===== src/rtl/uart_rx_frame_ctrl_if.sv =====
// uart_rx_frame_ctrl_if
// Bundles the serial line, the per-frame configuration inputs and the
// received-data / status outputs of the UART receive frame controller.
//   master : drives RX_In, PAR_EN, PAR_TYP, STOP2, Prescale; observes results
//   slave  : the receiver itself
interface uart_rx_frame_ctrl_if #(
    parameter int DATA_WIDTH = 8,
    parameter int PRESC_W    = 6
);
    logic                  RX_In;
    logic                  PAR_EN;
    logic                  PAR_TYP;
    logic                  STOP2;
    logic [PRESC_W-1:0]    Prescale;
    logic [DATA_WIDTH-1:0] P_DATA;
    logic                  Data_Valid;
    logic                  Parity_Error;
    logic                  Stop_Error;
    logic                  Break_Det;
    logic                  Busy;

    modport master (
        output RX_In, PAR_EN, PAR_TYP, STOP2, Prescale,
        input  P_DATA, Data_Valid, Parity_Error, Stop_Error, Break_Det, Busy
    );

    modport slave (
        input  RX_In, PAR_EN, PAR_TYP, STOP2, Prescale,
        output P_DATA, Data_Valid, Parity_Error, Stop_Error, Break_Det, Busy
    );
endinterface


===== src/rtl/uart_rx_frame_ctrl.sv =====
// uart_rx_frame_ctrl
// UART receive frame controller: oversampled edge/bit counting, 3-point
// majority sampling, LSB-first deserialisation, runtime even/odd parity and
// one/two stop bit checking.  Optional line-break detection is compiled in
// with the macro UART_RX_BREAK_DET_EN.
// Ports:
//   CLK  - oversampling clock
//   RST  - asynchronous active-low reset
//   bus  - uart_rx_frame_ctrl_if.slave: RX_In, PAR_EN, PAR_TYP, STOP2,
//          Prescale in; P_DATA, Data_Valid, Parity_Error, Stop_Error,
//          Break_Det, Busy out
//
// state    | meaning
// ---------+-----------------------------------------------------------
// IDLE     | line idle, waiting for a falling start edge
// START    | checking the start bit, glitches fall back to IDLE
// DATA     | shifting in DATA_WIDTH data bits
// PARITY   | checking the parity bit
// STOP     | checking one or two stop bits
// DONE     | one cycle, publishes the frame result
// BRK_WAIT | line break seen, wait for the line to return high
module uart_rx_frame_ctrl #(
    parameter int DATA_WIDTH = 8,
    parameter int PRESC_W    = 6
) (
    input  logic               CLK,
    input  logic               RST,
    uart_rx_frame_ctrl_if.slave bus
);

    typedef enum logic [2:0] {
        IDLE     = 3'd0,
        START    = 3'd1,
        DATA     = 3'd2,
        PARITY   = 3'd3,
        STOP     = 3'd4,
        DONE     = 3'd5
`ifdef UART_RX_BREAK_DET_EN
        ,
        BRK_WAIT = 3'd6
`endif
    } state_t;

    localparam logic [3:0] DW = 4'(DATA_WIDTH);

    state_t                state, next_state;
    logic [PRESC_W-1:0]    edge_cnt, half;
    logic [3:0]            bit_cnt, stop_first, stop_last;
    logic [2:0]            smp;
    logic [DATA_WIDTH-1:0] shreg, p_data_q;
    logic                  cfg_par_en, cfg_par_typ, cfg_stop2;
    logic                  par_err, stop_err;
    logic                  dv_q, pe_q, se_q;
    logic                  load_cfg, active, last_edge, done_edge;
    logic                  sample_pt, decide, bit_val, brk;

    assign half      = bus.Prescale >> 1;
    assign last_edge = (edge_cnt == bus.Prescale - PRESC_W'(1));
    // The last stop bit ends one edge early so a back-to-back start edge
    // can still be caught from DONE.
    assign done_edge = (edge_cnt == bus.Prescale - PRESC_W'(2));
    assign sample_pt = (edge_cnt == half - PRESC_W'(1)) || (edge_cnt == half) ||
                       (edge_cnt == half + PRESC_W'(1));
    assign decide    = (edge_cnt == half + PRESC_W'(2));
    assign bit_val   = (smp[0] & smp[1]) | (smp[0] & smp[2]) | (smp[1] & smp[2]);
    assign active    = (state == START) || (state == DATA) ||
                       (state == PARITY) || (state == STOP);

    // Bit 0 is the start bit, so stop bits follow the data and parity bits.
    assign stop_first = DW + 4'd1 + {3'b000, cfg_par_en};
    assign stop_last  = stop_first + {3'b000, cfg_stop2};

`ifdef UART_RX_BREAK_DET_EN
    logic all_zero, bd_q;
    assign brk           = all_zero;
    assign bus.Break_Det = bd_q;
`else
    assign brk           = 1'b0;
    assign bus.Break_Det = 1'b0;
`endif

    assign bus.P_DATA       = p_data_q;
    assign bus.Data_Valid   = dv_q;
    assign bus.Parity_Error = pe_q;
    assign bus.Stop_Error   = se_q;
    assign bus.Busy         = (state != IDLE);

    always_ff @(posedge CLK or negedge RST) begin
        if (!RST) state <= IDLE;
        else      state <= next_state;
    end

    always_comb begin
        next_state = state;
        load_cfg   = 1'b0;
        case (state)
            IDLE: begin
                if (!bus.RX_In) begin
                    next_state = START;
                    load_cfg   = 1'b1;
                end
            end
            START: begin
                if (decide && bit_val) next_state = IDLE;
                else if (last_edge)    next_state = DATA;
            end
            DATA: begin
                if (last_edge && (bit_cnt == DW))
                    next_state = cfg_par_en ? PARITY : STOP;
            end
            PARITY: begin
                if (last_edge) next_state = STOP;
            end
            STOP: begin
                if ((bit_cnt == stop_last) && done_edge) next_state = DONE;
            end
            DONE: begin
`ifdef UART_RX_BREAK_DET_EN
                if (brk) next_state = BRK_WAIT;
                else
`endif
                if (!bus.RX_In) begin
                    next_state = START;
                    load_cfg   = 1'b1;
                end else begin
                    next_state = IDLE;
                end
            end
`ifdef UART_RX_BREAK_DET_EN
            BRK_WAIT: begin
                if (bus.RX_In) next_state = IDLE;
            end
`endif
            default: next_state = IDLE;
        endcase
    end

    always_ff @(posedge CLK or negedge RST) begin
        if (!RST) begin
            edge_cnt    <= '0;
            bit_cnt     <= '0;
            smp         <= '0;
            shreg       <= '0;
            p_data_q    <= '0;
            cfg_par_en  <= 1'b0;
            cfg_par_typ <= 1'b0;
            cfg_stop2   <= 1'b0;
            par_err     <= 1'b0;
            stop_err    <= 1'b0;
            dv_q        <= 1'b0;
            pe_q        <= 1'b0;
            se_q        <= 1'b0;
`ifdef UART_RX_BREAK_DET_EN
            all_zero    <= 1'b0;
            bd_q        <= 1'b0;
`endif
        end else begin
            if (active) begin
                if (last_edge) begin
                    edge_cnt <= '0;
                    bit_cnt  <= bit_cnt + 4'd1;
                end else begin
                    edge_cnt <= edge_cnt + PRESC_W'(1);
                end
            end else begin
                edge_cnt <= '0;
                bit_cnt  <= '0;
            end

            if (active && sample_pt) smp <= {smp[1:0], bus.RX_In};

            if (load_cfg) begin
                cfg_par_en  <= bus.PAR_EN;
                cfg_par_typ <= bus.PAR_TYP;
                cfg_stop2   <= bus.STOP2;
                par_err     <= 1'b0;
                stop_err    <= 1'b0;
`ifdef UART_RX_BREAK_DET_EN
                all_zero    <= 1'b1;
`endif
            end

            if (decide) begin
                case (state)
                    DATA:    shreg <= {bit_val, shreg[DATA_WIDTH-1:1]};
                    PARITY:  if (bit_val != ((^shreg) ^ cfg_par_typ)) par_err <= 1'b1;
                    STOP:    if (!bit_val) stop_err <= 1'b1;
                    default: ;
                endcase
`ifdef UART_RX_BREAK_DET_EN
                // Only data, parity and the first stop bit count towards a break.
                if (bit_val && ((state == DATA) || (state == PARITY) ||
                                ((state == STOP) && (bit_cnt == stop_first))))
                    all_zero <= 1'b0;
`endif
            end

            dv_q <= 1'b0;
            pe_q <= 1'b0;
            se_q <= 1'b0;
`ifdef UART_RX_BREAK_DET_EN
            bd_q <= 1'b0;
`endif
            if (state == DONE) begin
                dv_q <= !par_err && !stop_err && !brk;
                pe_q <= par_err && !brk;
                se_q <= stop_err;
`ifdef UART_RX_BREAK_DET_EN
                bd_q <= brk;
`endif
                if (!par_err && !stop_err && !brk) p_data_q <= shreg;
            end
        end
    end

endmodule


===== src/flat_wrapper.sv =====
// flat-port wrapper written by rule: the top's interface ports become plain ports
module uart_rx_frame_ctrl_flat 
#(
    parameter int DATA_WIDTH = 8,
    parameter int PRESC_W    = 6
)
  (CLK, RST, bus_RX_In, bus_PAR_EN, bus_PAR_TYP, bus_STOP2, bus_Prescale, bus_P_DATA, bus_Data_Valid, bus_Parity_Error, bus_Stop_Error, bus_Break_Det, bus_Busy);
  uart_rx_frame_ctrl_if #(.DATA_WIDTH(DATA_WIDTH), .PRESC_W(PRESC_W)) bus_i ();
  input  logic CLK;
  input  logic RST;
  input wire logic [$bits(bus_i.RX_In)-1:0] bus_RX_In;
  input wire logic [$bits(bus_i.PAR_EN)-1:0] bus_PAR_EN;
  input wire logic [$bits(bus_i.PAR_TYP)-1:0] bus_PAR_TYP;
  input wire logic [$bits(bus_i.STOP2)-1:0] bus_STOP2;
  input wire logic [$bits(bus_i.Prescale)-1:0] bus_Prescale;
  output wire logic [$bits(bus_i.P_DATA)-1:0] bus_P_DATA;
  output wire logic [$bits(bus_i.Data_Valid)-1:0] bus_Data_Valid;
  output wire logic [$bits(bus_i.Parity_Error)-1:0] bus_Parity_Error;
  output wire logic [$bits(bus_i.Stop_Error)-1:0] bus_Stop_Error;
  output wire logic [$bits(bus_i.Break_Det)-1:0] bus_Break_Det;
  output wire logic [$bits(bus_i.Busy)-1:0] bus_Busy;
  assign bus_i.RX_In = bus_RX_In;
  assign bus_i.PAR_EN = bus_PAR_EN;
  assign bus_i.PAR_TYP = bus_PAR_TYP;
  assign bus_i.STOP2 = bus_STOP2;
  assign bus_i.Prescale = bus_Prescale;
  assign bus_P_DATA = bus_i.P_DATA;
  assign bus_Data_Valid = bus_i.Data_Valid;
  assign bus_Parity_Error = bus_i.Parity_Error;
  assign bus_Stop_Error = bus_i.Stop_Error;
  assign bus_Break_Det = bus_i.Break_Det;
  assign bus_Busy = bus_i.Busy;
  uart_rx_frame_ctrl #(.DATA_WIDTH(DATA_WIDTH), .PRESC_W(PRESC_W)) u_core (.CLK(CLK), .RST(RST), .bus(bus_i));
endmodule

===== config.mk =====
export PLATFORM = sky130hd
export DESIGN_NAME = uart_rx_frame_ctrl_flat
export DESIGN_NICKNAME = d
export VERILOG_FILES = /design/src/rtl/uart_rx_frame_ctrl_if.sv /design/src/rtl/uart_rx_frame_ctrl.sv /design/src/flat_wrapper.sv
export SDC_FILE = /design/constraint.sdc
export NUM_CORES = 1
export LEC_CHECK = 0
export BUFFER_PORTS_ARGS = -buffer_cell sky130_fd_sc_hd__buf_2
export CAP_MARGIN = 10
export CORE_ASPECT_RATIO = 1.4
export CORE_UTILIZATION = 57
export DETAILED_ROUTE_END_ITERATION = 10
export HOLD_SLACK_MARGIN = 0.12
export PLACE_DENSITY_LB_ADDON = 0.08
export REMOVE_ABC_BUFFERS = 1
export SLEW_MARGIN = 0
export SYNTH_ARGS = -nofsm -noshare
export SYNTH_HDL_FRONTEND = slang
export SYNTH_SLANG_ARGS = --single-unit

===== constraint.sdc =====
create_clock -name CLK -period 2.8 [get_ports CLK]
set_input_delay 0 -clock CLK [delete_from_list [all_inputs] [get_ports CLK]]
set_output_delay 0 -clock CLK [all_outputs]
set_load 0.05 [all_outputs]

==> out/metrics.yaml <==
drt:
  drt-total-wl_um: 5670
  drc_errors: 0
  drtAntennaViolNets: 0
  routedWlPerCell_um: 15.3
  drtPass1Iterations: 4
  viasPerCell: 5.64
  drt_iter0_markers: 144
  num_vias: 2093
cts:
  clk_transition_reported_paths_ps: 80
  postCtsSetupBuffers: 0
  clockBufferDepth: 2
  holdBufCountCts: 5
  cts_buffers: 5
  root_buffer: "clkbuf_8"
  cts_tree: "done"
  h-tree-depth: 2
  clock_sinks: 40
  clk_latency_ps: 290
  cts-resized-gates: 0
synth:
  async_flop_share_pct: 100
  synth_area_per_cell_um2: 9.27
  ys_types: 55
  synth-seq-cells: 40
  synth-main-ff-cell: "dfrtp_1"
  synth_edf_count: 0
  syn_area_um2: 2640
  yosys_warnings: 0
  synth_cells: 285
  synth_seq_area_share_pct: 37.9
sta:
  fmax_mhz: 421
  hold_violations: 0
  period_needed_ps: 2380
  maxSlewViolCount: 0
  max-slew-margin-rel_pct: 43.1
  worst_clock_skew_ps: 9.85
  fin_tns_setup_ps: 0
  final.period_utilization_pct: 84.8
  setup_viol: 0
  worstMarginPinSlew_ps: 854
  setup_slack_ps: 425
  holdWs_ps: 369
  rsz0062_at_grt: "false"
floorplan:
  initial_core_util_pct: 60.8
  die_y_um: 82.6
  core_area_um2: 4340
  ios: 25
  die_width_um: 59.5
  die-area_um2: 4920
  rows: 28
critical_path:
  rrSetupSlack_ps: 420
  critPathKind: "reg2reg"
  cp-start-kind: "register"
  crit_fanout: 8
  cp-startpoint: "u_core.edge_cnt[5]$_DFF_PN0_"
  rr_startpoint: "u_core.edge_cnt[5]$_DFF_PN0_"
  cp-end-kind: "register"
  r2r_end: "u_core.state[1]$_DFFE_PN0P_"
  reg2reg_depth: 6
  setup.worst_path.end: "u_core.state[1]$_DFFE_PN0P_"
  crit_arrival_ps: 2560
  critical_path_required_ps: 2990
cells_and_area:
  mostFrequentLayoutCell: "dfrtp_1"
  layout_common_cells: "dfrtp_1, nand2_1, xnor2_1"
  synthToLayoutAreaGrowth_pct: 12.2
  layoutNonFillerInstCount: 371
  fillers: 382
  drive_gt1_share_pct: 18.0
  num-nets-final: 333
  num_antenna_cells: 0
global_route:
  grt_use_total_pct: 26.3
  grt_pass1_wl_um: 9430
  grt_start_max_net_pins: 41
  antenna_found_initial: 0
  grt_pass1_vias: 2090
  grt_overflow_total: 0
placement:
  dp.cells: 358
  place.gp.congestion: 0.853
  place_ws_ps: 418
  io_buffers: 23
  hpwlAfterDp_um: 4260
power_and_ir_drop:
  intPower_mw: 1.51
  irDropWorstVdd_mv: 0.781
  seq_power_share_pct: 36.6
  sw_frac_of_total_pct: 39.6
  power.leakage_nw: 1.40
  clockPowerShare_pct: 20.5
  p_sw_mw: 0.988
  powerDensity_nw_per_um2: 842
  pwr-share-comb_pct: 42.9
  p_total_mw: 2.50
job:
  drv_cap: 0
hold_path:
  hp-class: "in2async"
outcome:
  status: "finished clean"
## cell families (layout without fill, tap and decap cells)
kind of cell,after synthesis,in the layout,synth area share (%)
multiplexers,15,15,6.34
adder cells (fa/ha/maj),12,12,5.59
flip-flops,40,40,37.9
AND/OR/NAND/NOR,102,102,19.6
buffers and inverters,33,59,5.54
AO/OA/AOI/OAI,43,43,11.7
other,1,1,0.142
XOR/XNOR,39,39,13.2
## through the flow
stage | util, % | instance area (µm²)
2_1_floorplan | - | 2570
3_3_place_gp | 64.2 | 2790
3_5_place_dp | 64.2 | 2790
4_1_cts | 68.2 | 2960
5_1_grt | 68.2 | 2960
6_report | 68.2 | 2960
## synth_stat cells (2+ instances only)
library cell | count | area [µm²]
nand3_1 | 7 | 35.0
o21ai_0 | 7 | 35.0
ha_1 | 11 | 138
nand2b_1 | 5 | 31.3
xor2_1 | 13 | 114
nand2_1 | 39 | 146
a211oi_1 | 2 | 15.0
nor2_1 | 14 | 52.6
clkbuf_1 | 6 | 22.5
o31a_1 | 2 | 17.5
a21boi_0 | 3 | 22.5
dfrtp_1 | 40 | 1000
or2_2 | 2 | 12.5
a221oi_1 | 2 | 17.5
xnor2_1 | 25 | 219
a31oi_1 | 3 | 18.8
buf_2 | 3 | 15.0
a211o_1 | 2 | 17.5
o31ai_1 | 3 | 22.5
a21oi_1 | 7 | 35.0
a32o_1 | 2 | 20.0
or4_1 | 3 | 22.5
nand4_1 | 2 | 12.5
nor3_1 | 13 | 65.1
buf_4 | 3 | 22.5
mux2_2 | 14 | 158
inv_1 | 18 | 67.6
nor2b_1 | 3 | 18.8
and2_1 | 3 | 18.8
and3_1 | 2 | 12.5
nor4_1 | 2 | 12.5
## per-layer routing
metal	wire length (µm)	GRT usage, %	up-vias
met2	3130	47.6	51
met3	171	5.30	21
met5	0	0	-
li1	-	-	1017
met1	2140	28.1	1004
met4	222	14.7	0
## power groups by stage
stage          clock, mW  combinational [mW]  sequential (mW)
4_1_cts            0.520                1.08            0.912
3_3_place_gp           0                1.05            0.923
3_5_place_dp           0                1.06            0.924
2_1_floorplan          0               0.811            0.888
6_report           0.511                1.07            0.913
5_1_grt            0.541                1.18            0.943
## worst max-delay path, stage by stage (launching register included)
cell and delay [ps]:
dfrtp_1 400, xnor2_1 230, or4_1 550, a211o_1 360
nor2_2 300, a2111oi_0 140, a211oi_1 290
## how the worst min path moves through the flow
stage,from,endpoint,depth (start not counted)
finish,RST,u_core.bit_cnt[1]$_DFFE_PN0P_,2
global route,bus_Prescale[0],u_core.bit_cnt[2]$_DFFE_PN0P_,7
CTS,RST,u_core.cfg_stop2$_DFFE_PN0P_,2
detailed placement,RST,u_core.bus.Data_Valid$_DFF_PN0_,1
global placement,RST,u_core.bus.P_DATA[5]$_DFFE_PN0P_,1
floorplan,RST,u_core.bit_cnt[0]$_DFFE_PN0P_,0
## layout make-up
cell class / count / area (µm²) / share of cell area, %
clock buffers: 7 / 96.3 / 3.25
clock inverters: 1 / 30.0 / 1.01
inverters: 19 / 71.3 / 2.41
multi-input cells: 212 / 1500 / 50.4
flip-flops and latches: 40 / 1000 / 33.8
well taps: 60 / 75.1 / 2.53
repair buffers: 32 / 195 / 6.59
## sequential cells by signal, indices dropped and copies added (netlist names)
| name | flops |
|---|---|
| u_core.smp | 3 |
| u_core.bus.Data_Valid | 1 |
| u_core.bit_cnt | 4 |
| u_core.state | 3 |
| u_core.cfg_par_typ | 1 |
| u_core.shreg | 8 |
| u_core.cfg_par_en | 1 |
| u_core.cfg_stop2 | 1 |
| u_core.bus.Stop_Error | 1 |
| u_core.par_err | 1 |
| u_core.bus.P_DATA | 8 |
| u_core.edge_cnt | 6 |
| u_core.stop_err | 1 |
| u_core.bus.Parity_Error | 1 |
Power figures use the tool's default switching activity.
